**config.mk**
```make
export PLATFORM = sky130hd
export DESIGN_NAME = result_packer_flat
export DESIGN_NICKNAME = d
export VERILOG_FILES = /design/src/rtl/result_packer_if.sv /design/src/rtl/result_packer.sv /design/src/flat_wrapper.sv
export SDC_FILE = /design/constraint.sdc
export NUM_CORES = 1
export LEC_CHECK = 0
export BUFFER_PORTS_ARGS = -buffer_cell sky130_fd_sc_hd__buf_2
export CORE_ASPECT_RATIO = 1.75
export CORE_MARGIN = 5
export CORE_UTILIZATION = 65
export DETAILED_ROUTE_END_ITERATION = 10
export GPL_TIMING_DRIVEN = 0
export PLACE_DENSITY = 0.84
export SETUP_SLACK_MARGIN = 0.5
export SYNTH_ARGS = -nofsm -noshare
export SYNTH_HDL_FRONTEND = slang
export SYNTH_SLANG_ARGS = --single-unit
```
**constraint.sdc**
```tcl
create_clock -name clk -period 16.6 [get_ports clk]
set_input_delay 0.83 -clock clk [delete_from_list [all_inputs] [get_ports clk]]
set_output_delay 0.83 -clock clk [all_outputs]
set_load 0.05 [all_outputs]
```
**src/rtl/result_packer_if.sv**
```systemverilog
// rtl/result_packer_if.sv - result sample input and packed-word output stream bundle
//
// Purpose: groups the packer's sample input (in_valid/in_data/flush) and its
// packed 64-bit output stream (out_valid/out_ready/out_data/out_keep/out_last).
//   master : the environment side (drives samples and out_ready)
//   slave  : the result_packer side (consumes samples, drives the word stream)
interface result_packer_if;
    logic        in_valid;
    logic [15:0] in_data;
    logic        flush;
    logic        out_valid;
    logic        out_ready;
    logic [63:0] out_data;
    logic [3:0]  out_keep;
    logic        out_last;

    modport master (
        output in_valid, in_data, flush, out_ready,
        input  out_valid, out_data, out_keep, out_last
    );

    modport slave (
        input  in_valid, in_data, flush, out_ready,
        output out_valid, out_data, out_keep, out_last
    );
endinterface

```
**src/rtl/result_packer.sv**
```systemverilog
// rtl/result_packer.sv - packs 16-bit results four to a 64-bit word into a show-ahead FIFO
//
// Purpose: captures each qualified 16-bit result, packs four results per 64-bit
// word (lane 0 = first sample), closes partial words on flush (tagged last) and
// buffers words in a DEPTH-entry show-ahead FIFO feeding a valid/ready stream.
// Ports:
//   clk, rst_n  : clock, asynchronous active-low reset
//   clr         : synchronous clear of packer, FIFO and overflow flag
//   bus         : result_packer_if.slave (sample input + packed word stream)
//   full        : FIFO occupancy == DEPTH
//   overflow    : sticky, a completed word was dropped because the FIFO was full
//   word_count  : FIFO occupancy 0..DEPTH
module result_packer #(
    parameter int DEPTH = 8
) (
    input  logic                       clk,
    input  logic                       rst_n,
    input  logic                       clr,
    result_packer_if.slave             bus,
    output logic                       full,
    output logic                       overflow,
    output logic [$clog2(DEPTH):0]     word_count
);
    localparam int AW = $clog2(DEPTH);
    localparam int CW = AW + 1;

    // Packer state
    logic [1:0]    r_idx;
    logic [63:0]   r_pack;
    logic [3:0]    r_keep;

    // FIFO state
    logic [68:0]   r_mem [DEPTH];
    logic [AW-1:0] r_wr_ptr;
    logic [AW-1:0] r_rd_ptr;
    logic [CW-1:0] r_count;
    logic          r_overflow;

    logic [63:0]   w_word_data;
    logic [3:0]    w_word_keep;
    logic          w_complete;
    logic          w_full;
    logic          w_pop;
    logic          w_push;
    logic [68:0]   w_head;

    // Pack register with the incoming sample merged in, so a completing sample
    // reaches the FIFO on the same edge it is captured.
    always_comb begin
        w_word_data = r_pack;
        w_word_keep = r_keep;
        if (bus.in_valid) begin
            w_word_data[{r_idx, 4'b0000} +: 16] = bus.in_data;
            w_word_keep[r_idx]                  = 1'b1;
        end
    end

    // Flush at idx==0 only closes a word if a sample arrives in the same cycle.
    assign w_complete = (bus.in_valid && (r_idx == 2'd3)) ||
                        (bus.flush && (bus.in_valid || (r_idx != 2'd0)));

    assign w_full = (r_count == CW'(DEPTH));
    assign w_pop  = !clr && (r_count != '0) && bus.out_ready;
    // A full FIFO still accepts a word when the head leaves on the same edge.
    assign w_push = !clr && w_complete && (!w_full || w_pop);

    always_ff @(posedge clk or negedge rst_n) begin
        if (!rst_n) begin
            r_idx  <= '0;
            r_pack <= '0;
            r_keep <= '0;
        end else if (clr || w_complete) begin
            // A dropped word still restarts the packer at lane 0.
            r_idx  <= '0;
            r_pack <= '0;
            r_keep <= '0;
        end else if (bus.in_valid) begin
            r_idx  <= r_idx + 2'd1;
            r_pack <= w_word_data;
            r_keep <= w_word_keep;
        end
    end

    always_ff @(posedge clk or negedge rst_n) begin
        if (!rst_n) begin
            r_wr_ptr   <= '0;
            r_rd_ptr   <= '0;
            r_count    <= '0;
            r_overflow <= 1'b0;
        end else if (clr) begin
            r_wr_ptr   <= '0;
            r_rd_ptr   <= '0;
            r_count    <= '0;
            r_overflow <= 1'b0;
        end else begin
            if (w_push) begin
                r_wr_ptr <= r_wr_ptr + AW'(1);
            end
            if (w_pop) begin
                r_rd_ptr <= r_rd_ptr + AW'(1);
            end
            case ({w_push, w_pop})
                2'b10:   r_count <= r_count + CW'(1);
                2'b01:   r_count <= r_count - CW'(1);
                default: r_count <= r_count;
            endcase
            if (w_complete && !w_push) begin
                r_overflow <= 1'b1;
            end
        end
    end

    // Storage needs no reset: the head is masked to zero while the FIFO is empty.
    always_ff @(posedge clk) begin
        if (w_push) begin
            r_mem[r_wr_ptr] <= {bus.flush, w_word_keep, w_word_data};
        end
    end

    assign w_head = r_mem[r_rd_ptr];

    assign bus.out_valid = (r_count != '0);
    assign bus.out_data  = bus.out_valid ? w_head[63:0]  : 64'd0;
    assign bus.out_keep  = bus.out_valid ? w_head[67:64] : 4'd0;
    assign bus.out_last  = bus.out_valid ? w_head[68]    : 1'b0;

    assign full       = w_full;
    assign overflow   = r_overflow;
    assign word_count = r_count;
endmodule

```
**src/flat_wrapper.sv**
```systemverilog
// flat-port wrapper written by rule: the top's interface ports become plain ports
module result_packer_flat 
#(
    parameter int DEPTH = 8
)
  (clk, rst_n, clr, full, overflow, word_count, bus_in_valid, bus_in_data, bus_flush, bus_out_ready, bus_out_valid, bus_out_data, bus_out_keep, bus_out_last);
  result_packer_if bus_i ();
  input  logic clk;
  input  logic rst_n;
  input  logic clr;
  output logic full;
  output logic overflow;
  output logic [$clog2(DEPTH):0] word_count;
  input wire logic [$bits(bus_i.in_valid)-1:0] bus_in_valid;
  input wire logic [$bits(bus_i.in_data)-1:0] bus_in_data;
  input wire logic [$bits(bus_i.flush)-1:0] bus_flush;
  input wire logic [$bits(bus_i.out_ready)-1:0] bus_out_ready;
  output wire logic [$bits(bus_i.out_valid)-1:0] bus_out_valid;
  output wire logic [$bits(bus_i.out_data)-1:0] bus_out_data;
  output wire logic [$bits(bus_i.out_keep)-1:0] bus_out_keep;
  output wire logic [$bits(bus_i.out_last)-1:0] bus_out_last;
  assign bus_i.in_valid = bus_in_valid;
  assign bus_i.in_data = bus_in_data;
  assign bus_i.flush = bus_flush;
  assign bus_i.out_ready = bus_out_ready;
  assign bus_out_valid = bus_i.out_valid;
  assign bus_out_data = bus_i.out_data;
  assign bus_out_keep = bus_i.out_keep;
  assign bus_out_last = bus_i.out_last;
  result_packer #(.DEPTH(DEPTH)) u_core (.clk(clk), .rst_n(rst_n), .clr(clr), .bus(bus_i), .full(full), .overflow(overflow), .word_count(word_count));
endmodule
```
==> results of run 1 <==
stage by stage:
step | setup slack (ps) | TNS (ps) | hold slack, ps | cell area [um2]
floorplan | 7140 | 0 | 444 | 24700
global placement | -123 | -7960 | 463 | 25800
detailed placement | 12910 | 0 | 467 | 26600
CTS | 12620 | 0 | 158 | 28200
global route | 12580 | 0 | 180 | 28200
finish | 12630 | 0 | 174 | 28200
placed cells by master (no fill, tap or decap), types with 26 or more instances in the layout:
cell and n:
clkbuf_16 53, buf_6 26, edfxtp_1 552, and2_1 69, mux2i_1 74, buf_2 109
mux4_2 138, a22o_1 64, dfrtp_1 81, nor2_1 81, clkbuf_1 47, buf_4 48
critical path, delay by kind of cell (launching register included):
kind / cells / cell delay, ps
simple gates: 1 / 110
buf+inv: 3 / 1220
flops: 1 / 470
mux: 2 / 750
cells by family (layout without fill, tap and decap cells):
logic type	after synthesis	after routing
buffers and inverters	74	333
adder cells (fa/ha/maj)	11	11
multiplexers	212	212
flip-flops	633	633
AND/OR/NAND/NOR	191	191
XOR/XNOR	6	6
AO/OA/AOI/OAI	79	79
where the power goes:
| group | switching (mW) | leakage (nW) | internal [mW] |
|---|---|---|---|
| Clock | 0.535 | 0.799 | 0.661 |
| Sequential | 0.0156 | 5.89 | 1.75 |
| Combinational | 0.676 | 2.71 | 0.284 |
| Total | 1.23 | 9.39 | 2.69 |
worst paths after layout:
| path | startpoint | slack (ps) | to |
|---|---|---|---|
| max | u_core.r_rd_ptr[1] | 12630 | bus_out_keep[2] |
| min | rst_n | 170 | u_core.word_count[0] |
| max reg2reg | u_core.r_idx[0] | 12960 | u_core.r_mem[4][37] |
| min reg2reg | u_core.r_keep[3] | 500 | u_core.r_keep[3] |
| max in group asynchronous | rst_n | 15790 | u_core.r_pack[37] |
| min in group clk | u_core.r_keep[3] | 500 | u_core.r_keep[3] |
registers in the layout, summed over array words and instances, names as in the netlist:
signal / flops
u_core.r_mem: 552
u_core.r_idx: 2
u_core.r_wr_ptr: 3
u_core.r_rd_ptr: 3
u_core.word_count: 4
u_core.r_pack: 64
u_core.r_keep: 4
u_core.overflow: 1
layer usage:
layer | global-route usage | up-vias
met1 | 0.367 | 6791
met2 | 0.496 | 778
met5 | 0 | -
met4 | 0.109 | 2
li1 | - | 5285
met3 | 0.0491 | 172
layout make-up:
type	count	share of cell area
sequential	633	0.660
multi-input combinational	499	0.205
clock buffer	78	0.0525
timing repair buffer	165	0.0438
tap	480	0.0213
buffer	69	0.0119
clock inverter	16	0.00541
inverter	5	0.000665
==> metrics.md, run 1 <==
| Metric | Value |
|---|---|
| Max Slew Vio Count | 0 |
| Final worst path period share | 0.239 |
| Die H | 268 um |
| Antenna violations before repair | 1 |
| CP max-delay cell | clkbuf_1 |
| Core area | 0.0376 mm2 |
| Met3 wire length | 4830 um |
| Count of unique library cells instantiated by Yosys | 46 |
| Fill count | 1,979 |
| Post-CTS Setup Repair Bufs | 0 |
| Post-synthesis mux area share | 0.156 |
| Area of the multi-input gates | around 0.0058 mm2 |
| FF-to-FF path depth | 11 |
| Critical Path Source Type | register |
| TritonRoute pass-1 iters | 5 |
| DR iter-0 viols | 1,538 |
| Relative slew slack | 0.265 |
| TritonCTS Sinks | 633 |
| H-tree depth | 2 |
| Final clock skew | 10.7 ps |
| # IOs | about 100 |
| Slowest stage delay, CP | 630 ps |
| Synth Area per Inst | 20.5 um2 |
| Worst setup path class | register to output pin |
| Status | completed |
| Most used cell, CP | buf_2 |
| Synth Area in Compound Gates | 0.0269 |
| Synth Area in Adders | 0.00588 |
| Post-synthesis sequential area ratio | 0.754 |
| Hold_buf cts | 0 |
| TritonCTS clock tree | built |
| Synth area leader | edfxtp_1 |
| Syn_nets | between 1k and 1.5k |
| Ys async rst share | 0.128 |
| Yosys reg bits | ~630 |
| Synth Cell Area | 0.0247 mm2 |
| CP cell instances | buf_2 -> clkbuf_1 -> mux4_2 -> mux2i_1 -> nor2_1 -> buf_2 |
| Top-area cell type share of the netlist area | 0.671 |
| Fin cells | 1,945 |
| Top sig layer | met5 |
| Final Wtd Congestion | 0.823 |
| Hpwl dp | approximately 38,000 um |
| Routed wire length | 58,900 um |
| Top-count cell post-synth | edfxtp_1 |
| CTS clk-pin slew, worst paths | 70 ps |
| Chip Width | 157 um |
| CP Max Fanout | 10 |
| Maximum clock path buffer count | 3 |
| Main synth FF type | edfxtp_1 |
| Synth area leaders | edfxtp_1 (67%), mux4_2 (13%), dfrtp_1 (8.2%) |
| Final core occ | 0.749 |
| Post-route DRC | 0 |
| Final setup viols | 0 |
| Area grow syn2layout | 14.2% |
| Worst skew pair latency | 580 ps |
| I/O Buffers | 96 |
| WP data required | about 16,000 ps |
| CTS resizes | 0 |
| Reg area | 0.0186 mm2 |
| Total power | 3.92 mW |
| First-pass GRT wire length | 87,800 um |
| Placed instance count | roughly 1.9k |
| Total GRT Usage | 0.286 |
| WL/cell | 30.3 um |
| Largest net degree at the start of global routing | 58 |
| Share of layout cells above drive strength 1 | 0.287 |
| DIE AREA | 0.0421 mm2 |
| Hold Path Class | input pin to asynchronous set/reset pin |
| Area fraction in and, or, nand and nor cells after synthesis | 0.0412 |
| Largest family of logic cells by synthesized area | multiplexers |
| Starting Density | 0.656 |
| Post-synth EDFFs | approximately 550 |
| Synth Warn # | 0 |
| Crit path time final | 3970 ps |
| RSZ-0062 raised after global routing | no |
| Vias in the first global route | 13.7k |
| CP endpoint kind | output pin |
| Post-Synth XOR/XNOR Area | 0.00213 |
| Grt ovf | 0 |
| CTS buffer count | 50 |
| ANT nets after route | 0 |
| M1 WL | 20,200 um |
| Vias per cell | 6.70 |
| Most instantiated cells after synthesis | edfxtp_1 (552), mux4_2 (138), nor2_1 (83) |
| Worst-Margin Slew | 1100 ps |
| DR vias | 13.0k |
| Row Count | between 90 and 100 |
| CTS root buf | clkbuf_16 |
| Final hold violation count | 0 |
| Layout Nets | 1,456 |
| P_leak | 9.39 nW |
| Worst vdd ir | 0.107 mV |
| Post-Syn Instances | 1,206 |
| Crit path DAT | about 3100 ps |
| Fmax | approximately 250 MHz |
| N_diodes | 0 |
| Pwr dens | approximately 140 mW/mm2 |
| Routed length on met2 | 31,400 um |
| Max cap viols | 0 |
No activity file was read; power rests on OpenSTA's default activity.
==> run 2: changes to the inputs <==
CORE_UTILIZATION = 61   (was 65)
PLACE_DENSITY = 0.8   (was 0.84)
clock period = 4 ns   (was 16.6 ns; I/O delays follow)
==> run 2 against run 1 <==
  * Largest cell class unchanged
  * Non-clock buffer count down 22
  * Sequential share of layout area down 0.60 points
  * Critical path depth unchanged
  * Critical path type unchanged
==> metrics.md, run 2 (same netlist as run 1, synthesis figures left out) <==
| Metric | Value |
|---|---|
| Commonest non-fill, non-tap cell in the layout | edfxtp_1 |
| First-pass GRT wire length | 87,400 um |
| Final WS setup | 632 ps |
| N_diodes | 0 |
| Worst vdd ir | about 0.49 mV |
| Crit path time final | 3370 ps |
| Maximum clock path buffer count | 3 |
| Relative slew slack | 0.309 |
| DIE AREA | between 0.04 and 0.05 mm2 |
| Post-CTS Setup Repair Bufs | 0 |
| Largest net degree at the start of global routing | 68 |
| Vias per cell | 6.65 |
| FF-to-FF path depth | 9 |
| CTS root buf | clkbuf_16 |
| Total GRT Usage | 0.266 |
| H-tree depth | 2 |
| Routed wire length | 58,400 um |
| CP startpoint | u_core.r_rd_ptr[1] |
| Starting Density | 0.616 |
| Stages on worst setup path | 6 |
| Pwr dens | a little under 600 mW/mm2 |
| Most used cell, CP | buf_2 |
| Final hold slack | roughly 36 ps |
| Top flop regs | u_core.r_mem: 552 flops, u_core.r_pack: 64 flops |
| TritonCTS clock tree | built |
| DR vias | 12.9k |
| Chip Width | between 150 and 200 um |
| Final setup viols | 0 |
| CTS resizes | 0 |
| CTS clk-pin slew, worst paths | 70 ps |
| WL/cell | 30.2 um |
| Share of layout cells above drive strength 1 | 0.285 |
| Hpwl dp | 37,700 um |
| Area grow syn2layout | 15.4% |
| Hold_buf cts | 2 |
| Worst R2R Start | u_core.r_idx[1] |
| CP cell instances | buf_2 -> buf_1 -> mux4_2 -> mux2i_1 -> nor2_1 -> buf_2 |
| I/O Buffers | 96 |
| ANT nets after route | 0 |
| Fmax | 297 MHz |
| Vias in the first global route | 13.7k |
| Worst-Margin Slew | 1040 ps |
| CP endpoint kind | output pin |
| Fin Setup TNS | 0 ps |
| TritonCTS Sinks | between 600 and 700 |
| P_leak | 9.40 nW |
| Final core occ | 0.711 |
| WP data required | 3800 ps |
| Max FFs per register | 552 |
| Max Slew Vio Count | 0 |
| Final clock skew | approximately 15 ps |
| Final hold violation count | 0 |
| Core area | 0.0401 mm2 |
| Worst skew pair latency | 570 ps |
| Antenna violations before repair | 0 |
| Post-route DRC | 0 |
| Die H | 276 um |
| Most frequent cells in the layout | edfxtp_1 (552), mux4_2 (138), buf_2 (108) |
| Status | completed |
| Final Wtd Congestion | ~0.82 |
| Bufs and invs on worst path | 3 |
| Pre-CTS setup slack | 951 ps |
| # IOs | 98 |
| Reg2reg setup slack | 950 ps |
| Total power | 16.4 mW |
| Critical Path Source Type | register |
| Worst r2r dst | u_core.r_mem[4][40] |
| Max cap viols | 0 |
| CTS buffer count | 51 |
| Row Count | between 90 and 100 |
| DR iter-0 viols | 1,451 |
| CP Max Fanout | 10 |
| Grt ovf | 0 |
| Top reg by flops | u_core.r_mem |
| CP max-delay cell | buf_1 |
| RSZ-0062 raised after global routing | no |
| Final worst path period share | 0.842 |
| Top delay family on crit path | buffers and inverters |
| Crit path DAT | around 3200 ps |
| TritonRoute pass-1 iters | 5 |
| Hold Path Class | input pin to asynchronous set/reset pin |
| Slowest stage delay, CP | 720 ps |
| Layout Nets | 1,435 |
| Worst setup path class | register to output pin |
-- run 2: worst max-delay path by stage --
| stage | slack (ps) | to |
|---|---|---|
| CTS | 670 | bus_out_data[7] |
| detailed placement | 950 | u_core.r_mem[4][30] |
| global placement | -2240 | u_core.r_mem[0][34] |
| global route | 580 | bus_out_data[6] |
| finish | 630 | bus_out_data[53] |
| floorplan | -50 | u_core.r_mem[4][0] |
-- run 2: layout make-up --
| type | count | area (um2) |
|---|---|---|
| inverters | 5 | 18.8 |
| multi-input cells | 499 | 5850 |
| fillers | 2299 | 11600 |
| well taps | 495 | 619 |
| clock inverters | 18 | 145 |
| flip-flops and latches | 633 | 18600 |
| plain buffers | 69 | 347 |
| repair buffers | 143 | 1330 |
| clock buffers | 74 | 1550 |
-- run 2: per-layer routing --
metal / GRT usage / wire length, um / part of all wire
met2: 0.466 / 31400 / 0.54
met1: 0.343 / 20600 / 0.35
met5: 0 / 0 / 0
met3: 0.0337 / 3930 / 0.067
met4: 0.100 / 2420 / 0.041
-- run 2: stage by stage --
stage	instance area, um2	instances
final	28500	1936
after global routing	28500	1936
after CTS	28500	1936
after detailed placement	26800	1842
after global placement	25900	1797
after floorplan	24800	1206
-- run 2: power breakdown --
part	switching [mW]	total, mW	internal, mW
clock network	2.26	5.09	2.83
registers	0.0713	7.32	7.25
logic	2.81	4.00	1.19
